===== src/rtl/vga_scan_gen_pkg.sv =====
// Shared VGA timing constants, colour width and blanking encoding for the scan
// generator and the flag renderers that consume its pixel coordinates.
package vga_scan_gen_pkg;

   localparam int H_DISPLAY_DEF = 640;
   localparam int H_FRONT_DEF   = 16;
   localparam int H_SYNC_DEF    = 96;
   localparam int H_BACK_DEF    = 48;
   localparam int V_DISPLAY_DEF = 480;
   localparam int V_FRONT_DEF   = 10;
   localparam int V_SYNC_DEF    = 2;
   localparam int V_BACK_DEF    = 33;

   localparam int CNT_W     = 10;
   localparam int MAX_TOTAL = 1024;
   localparam int COLOR_W   = 6;

   localparam logic [COLOR_W-1:0] BLACK = 6'h00;

endpackage


===== src/rtl/vga_axis_counter.sv =====
// One scan axis: a wrapping position counter with display and sync window
// decodes. The horizontal axis runs freely; the vertical axis steps on line wrap.
module vga_axis_counter
   import vga_scan_gen_pkg::*;
#(
   parameter int DISPLAY = H_DISPLAY_DEF,
   parameter int FRONT   = H_FRONT_DEF,
   parameter int SYNC    = H_SYNC_DEF,
   parameter int BACK    = H_BACK_DEF
) (
   input  logic             clk,
   input  logic             reset,
   input  logic             enable,
   output logic [CNT_W-1:0] count,
   output logic             in_display,
   output logic             in_sync,
   output logic             wrap
);

   localparam int TOTAL      = DISPLAY + FRONT + SYNC + BACK;
   localparam int SYNC_START = DISPLAY + FRONT;
   localparam int SYNC_END   = DISPLAY + FRONT + SYNC - 1;

   localparam logic [CNT_W-1:0] LAST_C       = CNT_W'(TOTAL - 1);
   localparam logic [CNT_W-1:0] DISPLAY_C    = CNT_W'(DISPLAY);
   localparam logic [CNT_W-1:0] SYNC_START_C = CNT_W'(SYNC_START);
   localparam logic [CNT_W-1:0] SYNC_END_C   = CNT_W'(SYNC_END);

   generate
      if (TOTAL > MAX_TOTAL) begin : g_total_too_large
         $error("vga_axis_counter: axis total exceeds counter range");
      end
   endgenerate

   logic [CNT_W-1:0] count_r;

   // Position counter: advances when enabled, clears after the last position.
   always_ff @(posedge clk) begin
      if (reset) begin
         count_r <= {CNT_W{1'b0}};
      end else if (enable) begin
         if (count_r == LAST_C) begin
            count_r <= {CNT_W{1'b0}};
         end else begin
            count_r <= count_r + 10'd1;
         end
      end else begin
         count_r <= count_r;
      end
   end

   assign count      = count_r;
   assign in_display = (count_r < DISPLAY_C);
   assign in_sync    = (count_r >= SYNC_START_C) && (count_r <= SYNC_END_C);
   assign wrap       = enable && (count_r == LAST_C);

endmodule


===== src/rtl/vga_scan_gen.sv =====
// VGA scan generator: pixel coordinates for a flag renderer, and registered,
// blanked RGB222 with hsync/vsync/frame_start aligned one cycle behind them.
module vga_scan_gen
   import vga_scan_gen_pkg::*;
#(
   parameter int H_DISPLAY = H_DISPLAY_DEF,
   parameter int H_FRONT   = H_FRONT_DEF,
   parameter int H_SYNC    = H_SYNC_DEF,
   parameter int H_BACK    = H_BACK_DEF,
   parameter int V_DISPLAY = V_DISPLAY_DEF,
   parameter int V_FRONT   = V_FRONT_DEF,
   parameter int V_SYNC    = V_SYNC_DEF,
   parameter int V_BACK    = V_BACK_DEF,
   parameter int SYNC_NEG  = 1
) (
   input  logic               clk,
   input  logic               reset,
   output logic [CNT_W-1:0]   pix_x,
   output logic [CNT_W-1:0]   pix_y,
   output logic               display_on,
   input  logic [COLOR_W-1:0] color,
   output logic [COLOR_W-1:0] rgb,
   output logic               hsync,
   output logic               vsync,
   output logic               frame_start,
   output logic [7:0]         frame_count
);

   localparam logic SYNC_POL = (SYNC_NEG != 0) ? 1'b1 : 1'b0;

   logic h_wrap_s, v_wrap_s;
   logic h_disp_s, v_disp_s;
   logic h_sync_s, v_sync_s;

   vga_axis_counter #(
      .DISPLAY (H_DISPLAY),
      .FRONT   (H_FRONT),
      .SYNC    (H_SYNC),
      .BACK    (H_BACK)
   ) u_h_counter (
      .clk        (clk),
      .reset      (reset),
      .enable     (1'b1),
      .count      (pix_x),
      .in_display (h_disp_s),
      .in_sync    (h_sync_s),
      .wrap       (h_wrap_s)
   );

   // The vertical wrap already implies a horizontal wrap through its enable.
   vga_axis_counter #(
      .DISPLAY (V_DISPLAY),
      .FRONT   (V_FRONT),
      .SYNC    (V_SYNC),
      .BACK    (V_BACK)
   ) u_v_counter (
      .clk        (clk),
      .reset      (reset),
      .enable     (h_wrap_s),
      .count      (pix_y),
      .in_display (v_disp_s),
      .in_sync    (v_sync_s),
      .wrap       (v_wrap_s)
   );

   assign display_on = h_disp_s & v_disp_s;

   logic [COLOR_W-1:0] rgb_r;
   logic               hsync_r;
   logic               vsync_r;
   logic               frame_start_r;
   logic [7:0]         frame_count_r;

   // Output stage: everything for coordinate (x,y) lands on the following edge.
   always_ff @(posedge clk) begin
      if (reset) begin
         rgb_r         <= BLACK;
         hsync_r       <= SYNC_POL;
         vsync_r       <= SYNC_POL;
         frame_start_r <= 1'b0;
         frame_count_r <= 8'd0;
      end else begin
         rgb_r         <= display_on ? color : BLACK;
         hsync_r       <= h_sync_s ^ SYNC_POL;
         vsync_r       <= v_sync_s ^ SYNC_POL;
         frame_start_r <= (pix_x == 10'd0) && (pix_y == 10'd0);
         if (v_wrap_s) begin
            frame_count_r <= frame_count_r + 8'd1;
         end else begin
            frame_count_r <= frame_count_r;
         end
      end
   end

   assign rgb         = rgb_r;
   assign hsync       = hsync_r;
   assign vsync       = vsync_r;
   assign frame_start = frame_start_r;
   assign frame_count = frame_count_r;

endmodule


===== config.mk =====
export PLATFORM = sky130hd
export DESIGN_NAME = vga_scan_gen
export DESIGN_NICKNAME = d
export VERILOG_FILES = /design/src/rtl/vga_scan_gen_pkg.sv /design/src/rtl/vga_axis_counter.sv /design/src/rtl/vga_scan_gen.sv
export SDC_FILE = /design/constraint.sdc
export NUM_CORES = 1
export LEC_CHECK = 0
export CORE_ASPECT_RATIO = 1.75
export CORE_MARGIN = 2
export CORE_UTILIZATION = 35
export DETAILED_ROUTE_END_ITERATION = 10
export SKIP_CTS_REPAIR_TIMING = 1
export SYNTH_ARGS = -nofsm -noshare
export SYNTH_HDL_FRONTEND = slang
export SYNTH_HIERARCHICAL = 1
export SYNTH_SLANG_ARGS = --single-unit

===== constraint.sdc =====
create_clock -name clk -period 3 [get_ports clk]
set_input_delay 0.9 -clock clk [delete_from_list [all_inputs] [get_ports clk]]
set_output_delay 0.9 -clock clk [all_outputs]
set_load 0.02 [all_outputs]

# Word level (Yosys, flattened, before mapping)
# Cells that the tools add are included.
op_classes:
  addsub: 3
  multipliers: 0
  n_div: 0
  order_cmp: 6
  n_eq_ne: 2
  shifts: 0
  n_mux: 1
  n_bitwise: 4
  n_reduce_logical: 8
ops:
  columns: ["operator", "n"]
  rows:
  - ["adder 10 x 1 -> 10 bit (second input constant)", 2]
  - ["== test 10 bit (second input constant)", 2]
  - ["logical NOT 10 bit", 2]
  - [">= comparator 10 bit (second input constant)", 1]
  - [">= comparator 10 x 9 -> 1 bit (second input constant)", 1]
  - ["<= comparator 10 bit (second input constant)", 1]
  - ["<= comparator 10 x 9 -> 1 bit (second input constant)", 1]
  - ["< comparator 10 bit (second input constant)", 1]
  - ["< comparator 10 x 9 -> 1 bit (second input constant)", 1]
  - ["2-to-1 mux 10 bit", 1]
  - ["adder 8 x 1 -> 8 bit (second input constant)", 1]
  - ["logical AND 1 bit", 4]
  - ["OR reduction 2 bit", 2]
  - ["inverter 1 bit", 3]
  - ["bitwise AND 1 bit", 1]
totals:
  register_bits: 37
  latchBits: 0
  ramBits: 0
  romBits: 0
  inputBits: 8
  out_inout_bits: 38
  wordCells: 31
  mem_count: 0

# Logic depth before layout (Yosys ltp)
logic_depth:
  word_depth: 4
  depth_mapped: 11
  depth_no_buf: 9

# Modules after synthesis
# Netlist, hierarchy kept.
by_module_without_submodules:
  columns: ["mod", "n_inst", "cells_per_inst", "area_each_um2", "seq_area_each_um2"]
  rows:
  - ["vga_scan_gen", 1, 65, 633.1, 340.3]
  - ["vga_axis_counter (u_h_counter)", 1, 59, 526.8, 200.2]
  - ["vga_axis_counter (u_v_counter)", 1, 59, 521.8, 200.2]

# Worst setup path before layout
# Ideal clock, no wire load.
synth_path:
  path_kind: "register -> register"
  from: "reg u_h_counter.count_r[0], in the netlist u_h_counter/count[0]"
  to: "reg frame_count_r[7], in the netlist frame_count[7]"
  setup_time_ns: 0.070
  arrival_ns: 2.544
  required_time_ns: 2.930
  setup_slack_ns: 0.386
  path_stages_with_launch: 12
  path_buffers: 2
  period_less_slack_ns: 2.614
  cell_sequence: "dfxtp_1 -> ha_1 -> and3_1 -> nand3_1 -> nor2_1 -> buf_2 -> nand3_1 -> nor3_1 -> buf_4 -> nand2_2 -> or4_1 -> a21oi_1"
synth_via:
  elab_chain_len: 2
synth_rtl:
  columns: ["element", "line_no", "text"]
  rows:
  - ["from (decl)", "vga_axis_counter.sv:35", "logic [CNT_W-1:0] count_r;"]
  - ["from (signal assigned)", "vga_axis_counter.sv:40", "count_r <= {CNT_W{1'b0}};"]
  - ["from (signal assigned)", "vga_axis_counter.sv:43", "count_r <= {CNT_W{1'b0}};"]
  - ["from (signal assigned)", "vga_axis_counter.sv:45", "count_r <= count_r + 10'd1;"]
  - ["== test 10 bit", "vga_axis_counter.sv:55", "assign wrap = enable && (count_r == LAST_C);"]
  - ["named net h_wrap_s", "vga_scan_gen.sv:31", "logic h_wrap_s, v_wrap_s;"]
  - ["logical AND 1 bit", "vga_axis_counter.sv:55", null]
  - ["named net v_wrap_s", "vga_scan_gen.sv:31", null]
  - ["to (signal assigned)", "vga_scan_gen.sv:88", "frame_count_r <= frame_count_r + 8'd1;"]
  - ["to (signal assigned)", "vga_scan_gen.sv:90", "frame_count_r <= frame_count_r;"]
  - ["to (decl)", "vga_scan_gen.sv:72", "logic [7:0] frame_count_r;"]
# The timed path passes the listed nets, and every way through them passes these cells.
# A chain may end at the register's enable or synchronous reset.

# Final worst setup path
layout_path:
  from: "reg u_v_counter.count_r[5], in the netlist u_v_counter/count[5]"
  to: "out display_on"
layout_via:
  elab_chain_len: 2
layout_rtl:
  columns: ["element", "line_no", "text"]
  rows:
  - ["from (decl)", "vga_axis_counter.sv:35", null]
  - ["from (signal assigned)", "vga_axis_counter.sv:40", null]
  - ["from (signal assigned)", "vga_axis_counter.sv:43", null]
  - ["from (signal assigned)", "vga_axis_counter.sv:45", null]
  - ["< comparator 10 x 9 -> 1 bit", "vga_axis_counter.sv:53", "assign in_display = (count_r < DISPLAY_C);"]
  - ["named net v_disp_s", "vga_scan_gen.sv:32", "logic h_disp_s, v_disp_s;"]
  - ["bitwise AND 1 bit", "vga_scan_gen.sv:66", "assign display_on = h_disp_s & v_disp_s;"]
  - ["to (decl)", "vga_scan_gen.sv:20", "output logic display_on,"]
# The timed path passes the listed nets, and every way through them passes these cells.

==> metrics.md <==
| Metric | Value |
|---|---|
| RD Place Congestion | ~0.77 |
| Synth top cells by count | dfxtp_1, nor2_1, nand4_1, nand2_1, xor2_1 |
| CTS tree | yes |
| Residual DRC | 0 |
| Clk_lat worst skew | 280 ps |
| Dpl ws | about 510 ps |
| Setup slack, reg-to-reg | around 450 ps |
| Hold crit path type | reg2reg |
| Yosys reg bits | 37 |
| Netlist cell types | 37 |
| Post-synthesis sequential area ratio | 44.0% |
| Routed WL per cell | ~13 µm |
| First-pass GRT wire length | approximately 6000 µm |
| Final net count | between 200 and 250 |
| Max-capacitance violation count | 0 |
| Synth Flop Type | dfxtp_1 |
| Placed cell areas | 2190 µm² |
| Initial antenna violation count | 0 |
| Clock buffer depth | 2 |
| Sw Share | 20.8% |
| Cell family with most CP delay | simple AND/OR/NAND/NOR gates |
| Final Cell Area | about 2300 µm² |
| PwrDens | around 440 nW/µm² |
| Post-synth EDFFs | 0 |
| Clk pwr share | 43.8% |
| Reg clk slew, reported paths | 70 ps |
| Gr ovfl total | 0 |
| Setup crit end kind | output pin |
| Top post-synthesis cells by area | dfxtp_1, nor2_1, xor2_1 |
| Fin crit period | 2710 ps |
| Inserted Clock Buffers | 5 |
| Worst EP required | 2100 ps |
| Vias per cell | 5.14 |
| Fmax | roughly 370 MHz |
| Worst setup path end | display_on |
| Most instantiated library cell after synthesis | dfxtp_1 |
| Fin worst setup slack | slightly below 300 ps |
| Syn Inst Count | around 180 |
| Post-synth top area share | between 40% and 50% |
| Clock sinks | 37 |
| Setup TNS | 0 ps |
| Via Count | between 1k and 1.5k |
| Layout cell share with drive strength beyond 1 | under 10% |
| TritonRoute pass-1 iters | 4 |
| Hold_ws | ~490 ps |
| Max Slew Vio Count | 0 |
| # rows | 33 |
| Crit. path cell count | 4 |
| Area grow syn2layout | 37.4% |
| H-tree Lvls | 2 |
| Power Internal | around 800 µW |
| Final WL | approximately 3700 µm |
| Worst R2R Start | u_h_counter/count[0]$_SDFFE_PP0P_ |
| Root Buffer | clkbuf_8 |
| Logic gate share of total power | 6.2% |
| Leak | between 0.0008 and 0.0009 µW |
| WP buf/inv | 1 |
| Vias in the first global route | about 1.3k |
| ANT cells | 0 |
| Final Non-Filler Cells | 286 |
| Layout fillers | around 460 |
| CP cell instances | nand4_1 > nor2b_1 > and2_1 > clkdlybuf4s50_1 |
| Status | complete, no violations |
| Syn Area/Cell | a little over 9 µm² |
| YS warnings | 6 |
| Largest net degree at the start of global routing | 13 |
| HP Start | frame_count[7]$_SDFFE_PP0P_ |
| CP max stage cell | clkdlybuf4s50_1 |
| Die area | 5400 µm² |
| Synth area leader | dfxtp_1 |
| Chip Height | roughly 96 µm |
| Placed cell count | 278 |
| Net Count, Synth | ~200 |
| DP HPWL | 2700 µm |
| WP data arrival | around 1800 ps |
| Max stage delay on crit path | 530 ps |
| Final setup vio count | 0 |
| Starting Density | around 36% |
| Crit. Startpoint | u_v_counter/count[5]$_SDFFE_PP0P_ |
| Die width | roughly 56 µm |
| Startpoint types | register |
| WS Path Type | reg2out |
| Sequential Area | 741 µm² |
| PortBufs | between 40 and 50 |
| Core area | around 4700 µm² |
| RSZ-0062 raised after global routing | false |
| Net switching power | 211 µW |
| Worst Reg-to-Reg Cells | 10 |
| Starting DRC count in detailed routing | 23 |
| Io pins | between 40 and 50 |
| Final Cycle Share | about nine tenths |
| Max FO, Critical Path | 9 |
| Worst vdd ir | between 0.0003 and 0.0004 V |
| Antenna viol nets, final | 0 |
| Mapped cell area | 1680 µm² |
| Ys async rst share | 0% |
| Worst r2r dst | frame_count[7]$_SDFFE_PP0P_ |
| Clk_skew | 1.58 ps |
| Total GRT Usage | between 10% and 20% |
| Sequential power share | about half |
| Multi-input gate area | roughly 890 µm² |
| Final hold violations | 0 |
## final cells by class
type                    instances  share of cell area [%]
multi-input cells             134                    38.3
clock buffers                   6                    3.57
repair buffers                 48                    20.5
well taps                      52                    2.82
flip-flops and latches         37                    32.1
clock inverters                 2                    1.62
inverters                       7                    1.14
## kinds of logic after synthesis
logic type	Yosys count	share of synthesized area, %
adders and majority gates	5	3.72
buffers and inverters	12	3.27
DFF	37	44.0
muxes	3	1.79
AOI/OAI and AO/OA	20	8.41
and+or+nand+nor	88	29.7
xor gates and xnor gates	17	8.85
other	1	0.223
## worst min-delay path: cells and delay by family, from the launching register on
family	cells	cell delay [ps]
AO/OA/AOI/OAI	2	130
flip-flops	1	320
## registers in the layout (all words and copies together), names as in the netlist
name,cells
frame_count,8
frame_start,1
hsync,1
rgb,6
u_h_counter/count,10
u_v_counter/count,10
vsync,1
## stage by stage
| stage | power [µW] | utilization [%] |
|---|---|---|
| final | 1010 | 49.5 |
| after global routing | 1060 | 49.5 |
| after CTS | 1030 | 49.5 |
| after detailed placement | 581 | 47.0 |
| after global placement | 581 | 47.0 |
| after floorplan | 549 | - |
## how the worst min path moves through the flow
stage	endpoint	slack, ps	cells past startpoint
floorplan	frame_count[7]$_SDFFE_PP0P_	550	2
global placement	frame_count[7]$_SDFFE_PP0P_	460	2
detailed placement	frame_count[7]$_SDFFE_PP0P_	480	2
finish	frame_count[7]$_SDFFE_PP0P_	490	2
CTS	frame_count[7]$_SDFFE_PP0P_	490	2
global route	frame_count[7]$_SDFFE_PP0P_	530	2
## cell usage in the layout, fill, tap and decap left out, drive strengths merged, types with 2 or more instances in the layout
| master | Yosys | final |
|---|---|---|
| xnor2 | 8 | 8 |
| xor2 | 9 | 9 |
| or3 | 5 | 5 |
| clkbuf | 2 | 6 |
| nor3 | 6 | 6 |
| dfxtp | 37 | 37 |
| nand3 | 6 | 6 |
| or4 | 5 | 5 |
| a21oi | 8 | 8 |
| o21ai | 5 | 5 |
| and2 | 7 | 7 |
| inv | 7 | 7 |
| ha | 5 | 5 |
| clkdlybuf4s50 | 0 | 45 |
| buf | 3 | 3 |
| mux2i | 3 | 3 |
| nor2 | 22 | 22 |
| o31ai | 5 | 5 |
| nand4 | 12 | 12 |
| nor2b | 2 | 2 |
| nor4 | 5 | 5 |
| nand2 | 12 | 12 |
| nand2b | 2 | 2 |
## power by group through the flow
stage | registers, µW | logic (µW) | clock network [µW]
2_1_floorplan | 528 | 21.0 | 0
3_3_place_gp | 517 | 63.8 | 0
3_5_place_dp | 517 | 64.0 | 0
4_1_cts | 506 | 64.3 | 460
5_1_grt | 507 | 69.5 | 484
6_report | 506 | 63.3 | 444
## metal layers
metal / GRT usage, % / wire length [µm] / part of all wire (%) / up-vias
met5: 0 / 0 / 0 / -
met4: 7.14 / 74 / 2.0 / 0
met3: 3.76 / 167 / 4.5 / 7
met2: 25.8 / 1950 / 53 / 41
met1: 15.9 / 1480 / 40 / 679
li1: - / - / - / 743
(Power assumes the default switching activity.)
